<file path="src/rtl/fifo_stream_reader.sv">
// fifo_stream_reader: read-side adapter that drains a FIFO with a one-cycle
// registered read latency and presents its words as a valid/ready stream at
// full throughput, framed into BURST_LEN-word bursts, with a running word count.
//
// Ports:
//   clk          in   single clock, rising edge
//   rst          in   asynchronous active-high reset
//   en           in   fetch enable; buffered words still drain while low
//   fifo_empty   in   FIFO empty flag
//   fifo_rd_data in   FIFO read data, valid the cycle after fifo_rd_en
//   fifo_rd_en   out  FIFO read strobe (combinational)
//   m_valid      out  output word valid
//   m_data       out  output word (buffer head)
//   m_last       out  last word of a burst
//   m_ready      in   downstream accept
//   word_count   out  words accepted downstream since reset (wrapping)
module fifo_stream_reader #(
  parameter int unsigned DATA_WIDTH = 16,
  parameter int unsigned BURST_LEN  = 8,
  parameter int unsigned CNT_WIDTH  = 32
) (
  input  logic                  clk,
  input  logic                  rst,
  input  logic                  en,
  input  logic                  fifo_empty,
  input  logic [DATA_WIDTH-1:0] fifo_rd_data,
  output logic                  fifo_rd_en,
  output logic                  m_valid,
  output logic [DATA_WIDTH-1:0] m_data,
  output logic                  m_last,
  input  logic                  m_ready,
  output logic [CNT_WIDTH-1:0]  word_count
);

  localparam int unsigned BIDX_W = (BURST_LEN > 1) ? $clog2(BURST_LEN) : 1;
  localparam logic [BIDX_W-1:0] BIDX_LAST = BIDX_W'(BURST_LEN - 1);

  logic [1:0]            occ_q, occ_d;
  logic                  inflight_q, inflight_d;
  logic                  head_q, tail_q;
  logic [DATA_WIDTH-1:0] mem_q [2];
  logic [BIDX_W-1:0]     bidx_q, bidx_d;
  logic [CNT_WIDTH-1:0]  count_q, count_d;
  logic                  pop;
  logic [2:0]            committed;

  // Output view of the 2-entry buffer.
  assign m_valid    = (occ_q != 2'd0);
  assign m_data     = mem_q[head_q];
  assign m_last     = m_valid & (bidx_q == BIDX_LAST);
  assign word_count = count_q;

  // Read issue and next-state: committed counts buffered plus in-flight words
  // after this cycle's pop, so a read is only issued when a slot is guaranteed.
  always_comb begin
    pop        = m_valid & m_ready;
    committed  = 3'(occ_q) + 3'(inflight_q) - 3'(pop);
    fifo_rd_en = ~rst & en & ~fifo_empty & (committed < 3'd2);
    inflight_d = fifo_rd_en;
    occ_d      = committed[1:0];
    bidx_d     = bidx_q;
    count_d    = count_q;
    if (pop) begin
      bidx_d  = (bidx_q == BIDX_LAST) ? '0 : bidx_q + BIDX_W'(1);
      count_d = count_q + CNT_WIDTH'(1);
    end
  end

  // State registers; capture and pop may happen in the same cycle.
  always_ff @(posedge clk or posedge rst) begin
    if (rst) begin
      occ_q      <= '0;
      inflight_q <= 1'b0;
      head_q     <= 1'b0;
      tail_q     <= 1'b0;
      mem_q[0]   <= '0;
      mem_q[1]   <= '0;
      bidx_q     <= '0;
      count_q    <= '0;
    end else begin
      occ_q      <= occ_d;
      inflight_q <= inflight_d;
      bidx_q     <= bidx_d;
      count_q    <= count_d;
      if (inflight_q) begin
        mem_q[tail_q] <= fifo_rd_data;
        tail_q        <= ~tail_q;
      end
      if (pop) begin
        head_q <= ~head_q;
      end
    end
  end

endmodule

</file>
<file path="config.mk">
export PLATFORM = sky130hd
export DESIGN_NAME = fifo_stream_reader
export DESIGN_NICKNAME = d
export VERILOG_FILES = /design/src/rtl/fifo_stream_reader.sv
export SDC_FILE = /design/constraint.sdc
export NUM_CORES = 1
export LEC_CHECK = 0
export BUFFER_PORTS_ARGS = -buffer_cell sky130_fd_sc_hd__buf_2
export CAP_MARGIN = 20
export CORE_ASPECT_RATIO = 2
export CORE_MARGIN = 1.5
export CORE_UTILIZATION = 45
export CTS_CLUSTER_DIAMETER = 30
export DETAILED_ROUTE_END_ITERATION = 16
export GPL_TIMING_DRIVEN = 0
export PLACE_DENSITY_LB_ADDON = 0.15
export SKIP_CTS_REPAIR_TIMING = 1
export SLEW_MARGIN = 20
export SYNTH_ARGS = -nofsm -noshare
export SYNTH_HDL_FRONTEND = slang
export SYNTH_SLANG_ARGS = --single-unit
</file>
<file path="constraint.sdc">
create_clock -name clk -period 2.7 [get_ports clk]
set_input_delay 0.135 -clock clk [delete_from_list [all_inputs] [get_ports clk]]
set_output_delay 0.135 -clock clk [all_outputs]
set_load 0.02 [all_outputs]
</file>
==> results of run 1 <==
[stage by stage]
step	instance area (um2)	setup TNS, ns	instances	utilization (%)	worst slack, ns
detailed placement	3700	-0.103	404	53.7	-0.103
CTS	3950	-0.469	419	57.4	-0.469
finish	4080	0	428	59.2	0.0310
global route	4080	-0.0769	428	59.2	-0.0769
floorplan	3200	0	242	-	0.196
global placement	3670	-13.64	403	53.3	-0.440
[metal layers]
| layer | up-vias | wire length (um) |
|---|---|---|
| li1 | 1023 | - |
| met1 | 1057 | 2540 |
| met2 | 46 | 3490 |
| met3 | 8 | 241 |
| met4 | 0 | 116 |
| met5 | - | 0 |
[synth_stat cells, drive strengths merged]
cell type and n:
dfrtp 72, nor2 5, a21o 1, inv 8
nor4 3, or3 1, ha 5, nand3 12
and3 4, fa 1, and2 1, buf 4
o21ai 1, mux2 48, xnor2 28, nor3 4
or2 1, nand2 20, clkbuf 1, nand4 12
and4 4, xor2 6
[cell type report]
class / count / area (um2) / area share, %
Buffer: 5 / 32.5 / 0.798
Clock buffer: 14 / 244 / 5.99
Clock inverter: 1 / 5.00 / 0.123
Inverter: 8 / 36.3 / 0.890
Multi-Input combinational cell: 157 / 1380 / 33.9
Sequential cell: 72 / 1800 / 44.2
Tap cell: 90 / 113 / 2.76
Timing Repair Buffer: 81 / 459 / 11.3
[kinds of logic (layout without fill, tap and decap cells)]
family / Yosys count / in the layout / share of synthesized area (%)
adder cells (fa/ha/maj): 6 / 6 / 2.58
multiplexers: 48 / 48 / 16.9
buffers and inverters: 13 / 109 / 1.76
AND/OR/NAND/NOR: 67 / 67 / 12.7
AO/OA/AOI/OAI: 2 / 2 / 0.508
flip-flops: 72 / 72 / 56.3
XOR/XNOR: 34 / 34 / 9.30
[sequential cells by signal, summed over array words and instances, names as in the netlist]
register,flops
tail_q,1
word_count,32
inflight_q,1
mem_q,32
bidx_q,3
occ_q,2
head_q,1
[worst min-delay path by stage]
stage | from | endpoint | slack [ns] | cells past startpoint
floorplan | fifo_rd_data[0] | mem_q[0] | 0.29 | 1
global placement | fifo_rd_data[1] | mem_q[1] | 0.38 | 2
detailed placement | rst | word_count[24] | 0.13 | 2
CTS | rst | word_count[24] | -0.22 | 2
global route | fifo_rd_data[1] | mem_q[17] | 0.05 | 2
finish | fifo_rd_data[13] | mem_q[13] | 0.06 | 2
[worst reg2reg max path, cell delays in order, from the launching register on]
cell	delay, ns
dfrtp_1	0.42
o21ai_4	0.18
buf_6	0.14
clkinvlp_4	0.13
ha_4	0.29
inv_2	0.04
ha_4	0.15
fa_2	0.52
nor2_1	0.05
and4_4	0.15
[power by group]
| group | switching, mW | total, mW | internal, mW | leakage [nW] |
|---|---|---|---|---|
| clock | 0.396 | 1.01 | 0.616 | 0.121 |
| sequential | 0.233 | 1.67 | 1.43 | 0.918 |
| combinational | 0.800 | 1.57 | 0.768 | 0.928 |
| total | 1.43 | 4.25 | 2.82 | 1.97 |
==> flow_summary.toml, run 1 <==
[clock_tree]
cts_made_buffers = 9
clockRootBuffer = "clkbuf_16"
cts.clk_slew.worst_paths_ns = 0.05
cts_tree = "done"
cts.path.max_buffers = 2
cts.sinks = 72
cts_htree_levels = 3
clk-insertion-delay-late_ns = 0.33

[detailed_routing]
ant_nets = 0
num_vias = 2134
routed_wirelength_mm = 6.39
drc_errors = 0
via_per_inst = 4.99
first_pass_iters = 4
wl_per_cell_um = 14.9
drt_iter0_markers = 71

[critical_path]
worst-path-max-fanout = 6
timing.rr.start = "occ_q[0]"
r2r-end = "inflight_q"
cp_data_required_time_ns = 2.57
r2r_cells = 9
arrival_ns = 2.53
cp_num_buf_inv = 4
slowest_stage = "dfrtp_1"
timing.critical_path.from = "occ_q[0]"
slowest_delay_ns = 0.42
cp_top_family = "adder cells"
startpoint_type = "flip-flop"
worstSetupPathType = "reg -> out"
cp-end-kind = "output pin"
endpoint = "fifo_rd_en"
crit_chain = "o21ai_4 -> buf_6 -> clkinvlp_4 -> ha_4 -> inv_2 -> ha_4 -> fa_2 -> nor2_1 -> and4_4 -> buf_6"
r2r_slack_ns = 0.53
path_depth = 10

[final_layout]
num-nets-final = 361
n_fill_cell = 617
diodes = 0
drive_gt1_share_pct = 46.7
layout_common_cells = "buf_2, dfrtp_1, mux2_2"
layout_commonest_cell = "buf_2"
syn2layout_area_growth_pct = 27.2

[logic_synthesis]
ys_warn_count = 0
yosysTopAreaCellShare_pct = 56.3
yosysSeqAreaShare_pct = 56.3
syn_avg_cell_area_um2 = 13.2
synth.distinct_cells = 28
syn_inst = 242
syn_nets = 269
ys_ff_latch = 72
synthTopCellsByArea = "dfrtp_1, mux2_2, xnor2_1"
yosysTopAreaCell = "dfrtp_1"
synthesis.area_um2 = 3200

[global_route]
grt_pass1_wl_mm = 10.1
antenna_found_initial = 0
grtUsageMet3_pct = 4.77
overflow = 0
grt_pass1_vias = 2159
grtUsageTotal_pct = 17.5
use_met1_pct = 19.2
met2_usage_pct = 30.8
grt_max_degree = 51
grt_busiest_layer = "met2"

[floorplan]
start_util_pct = 46.5
core_area_um2 = 6890
die_area_um2 = 7660
ios = 72
row_count = 43
die_x_um = 62.7
die_y_um = 122

[placement]
port_buffers = 71
gp_congestion = 0.757
hpwlAfterDp_mm = 4.45

[job]
drv_cap = 0

[pwr]
power.total_mw = 4.25
ir_worst_vdd_mv = 0.505
p_per_area_nw_per_um2 = 1040
p_leak_nw = 1.97

[sta]
fin_crit_ns = 2.67
rsz0062_at_grt = "yes"
tightest_slew_ns = 0.634
clock.fmax_mhz = 375
setup_viol = 0
hold_slack_ns = 0.0553
drv_slew = 0
min_period_over_period_pct = 98.9
finClkSkew_ns = 0.00592
hold_viol_final = 0
slew_headroom_pct = 57.4

[outcome]
status = "finished clean"

[worst_hold_path]
hold_class = "in -> reg"
No activity file was read; power rests on OpenSTA's default activity.
==> inputs of run 2 (changes only) <==
Settings changed: GPL_TIMING_DRIVEN 0 to unset.
==> run 2 against run 1 <==
Clock-buffer cell count fell by 2. Clock skew about the same. Non-clock buffer count down 12. First-iteration DRC count is 2.8% lower. Critical path type unchanged. Critical endpoint unchanged.
==> flow_summary.toml, run 2 (synthesis results as in run 1) <==
[outcome]
status = "finished clean"

[clock_tree]
clockRootBuffer = "clkbuf_16"
cts.sinks = 72
cts_made_buffers = 9
clk-insertion-delay-late_ns = 0.33
cts_tree = "done"
cts.clk_slew.worst_paths_ns = 0.06
cts.path.max_buffers = 2
cts_htree_levels = 3

[pwr]
ir_worst_vdd_mv = 0.526
p_leak_nw = 1.94
power.total_mw = 4.24
p_per_area_nw_per_um2 = 1070

[placement]
dp_cells = 401
hpwlAfterDp_mm = 4.44
port_buffers = 71
gp_congestion = 0.746

[sta]
clock.fmax_mhz = 393
tightest_slew_ns = 0.891
min_period_over_period_pct = 94.1
slew_headroom_pct = 40.6
hold_viol_final = 0
rsz0062_at_grt = "no"
finalSetupTns_ns = 0
hold_slack_ns = 0.0481
drv_slew = 0
setup_viol = 0
finClkSkew_ns = 0.00551
fin_crit_ns = 2.54

[global_route]
grt_pass1_wl_mm = 10.4
grtUsageTotal_pct = 17.9
antenna_found_initial = 0
grtUsageMet3_pct = 4.95
use_met1_pct = 19.7
overflow = 0
grt_busiest_layer = "met2"
grt_max_degree = 73
met2_usage_pct = 31.3
grt_pass1_vias = 2163

[final_layout]
final_util_pct = 57.5
syn2layout_area_growth_pct = 23.7
final_cells = 417
drive_gt1_share_pct = 45.3
num-nets-final = 349
layout_common_cells = "dfrtp_1, buf_2, mux2_2"
layout_commonest_cell = "dfrtp_1"
diodes = 0

[critical_path]
timing.critical_path.from = "occ_q[1]"
slowest_delay_ns = 0.42
cp-end-kind = "output pin"
slowest_stage = "dfrtp_1"
cp_data_required_time_ns = 2.57
timing.rr.start = "occ_q[1]"
worst-path-max-fanout = 6
r2r-end = "inflight_q"
cp_num_buf_inv = 3
cp_top_family = "adder cells"
path_depth = 9
startpoint_type = "flip-flop"
worstSetupPathType = "reg -> out"
r2r_slack_ns = 0.66
endpoint = "fifo_rd_en"
arrival_ns = 2.41
crit_chain = "o21ai_2 -> inv_2 -> ha_1 -> inv_1 -> ha_1 -> fa_1 -> xor2_1 -> and4_1 -> buf_4"
cpMostUsedCell = "ha_1"
r2r_cells = 8

[detailed_routing]
first_pass_iters = 4
via_per_inst = 5.06
wl_per_cell_um = 15.1
drt_iter0_markers = 69
drc_errors = 0
ant_nets = 0
num_vias = 2108
routed_wirelength_mm = 6.29

[floorplan]
die_x_um = 62.7
ios = 72
die_y_um = 122
die_area_um2 = 7660
start_util_pct = 46.5
core_area_um2 = 6890
row_count = 43

[job]
drv_cap = 0

[worst_hold_path]
hold_class = "in -> reg"
-- run 2: cell count changes in the layout (fill, tap and decap cells not counted), moves of 2 or more --
cell / change
ha_4: -2
clkbuf_1: -6
ha_1: +2
buf_2: -2
buf_6: -2
buf_4: -5
clkbuf_8: +3
-- run 2: report_power, final --
part / switching (mW) / leakage [nW] / internal, mW
sequential: 0.288 / 0.919 / 1.43
combinational: 0.703 / 0.872 / 0.681
clock: 0.442 / 0.145 / 0.696
-- run 2: area by class of cell --
class / instances / area, um2
clock inverters: 4 / 26.3
well taps: 90 / 113
inverters: 8 / 30.0
repair buffers: 74 / 380
multi-input cells: 157 / 1350
fillers: 625 / 2920
clock buffers: 12 / 267
flip-flops and latches: 72 / 1800
-- run 2: metal layers --
layer,up-vias,share of wire (%)
li1,999,-
met3,11,4.2
met5,-,0
met1,1050,40
met2,48,54
met4,0,2.2
-- run 2: how the worst min path moves through the flow --
| stage | slack (ns) | startpoint | endpoint | cells past startpoint |
|---|---|---|---|---|
| floorplan | 0.29 | fifo_rd_data[0] | mem_q[0] | 1 |
| global placement | 0.38 | fifo_rd_data[1] | mem_q[1] | 2 |
| detailed placement | 0.39 | fifo_rd_data[0] | mem_q[0] | 2 |
| CTS | 0.04 | fifo_rd_data[14] | mem_q[30] | 2 |
| global route | 0.04 | fifo_rd_data[6] | mem_q[22] | 2 |
| finish | 0.05 | fifo_rd_data[2] | mem_q[2] | 2 |
-- run 2: stage by stage --
stage,instance area [um2],setup WS (ns)
after floorplan,3200,0.196
after global placement,3670,0.509
after detailed placement,3670,0.453
after CTS,3960,0.0878
after global routing,3960,0.0157
final,3960,0.158
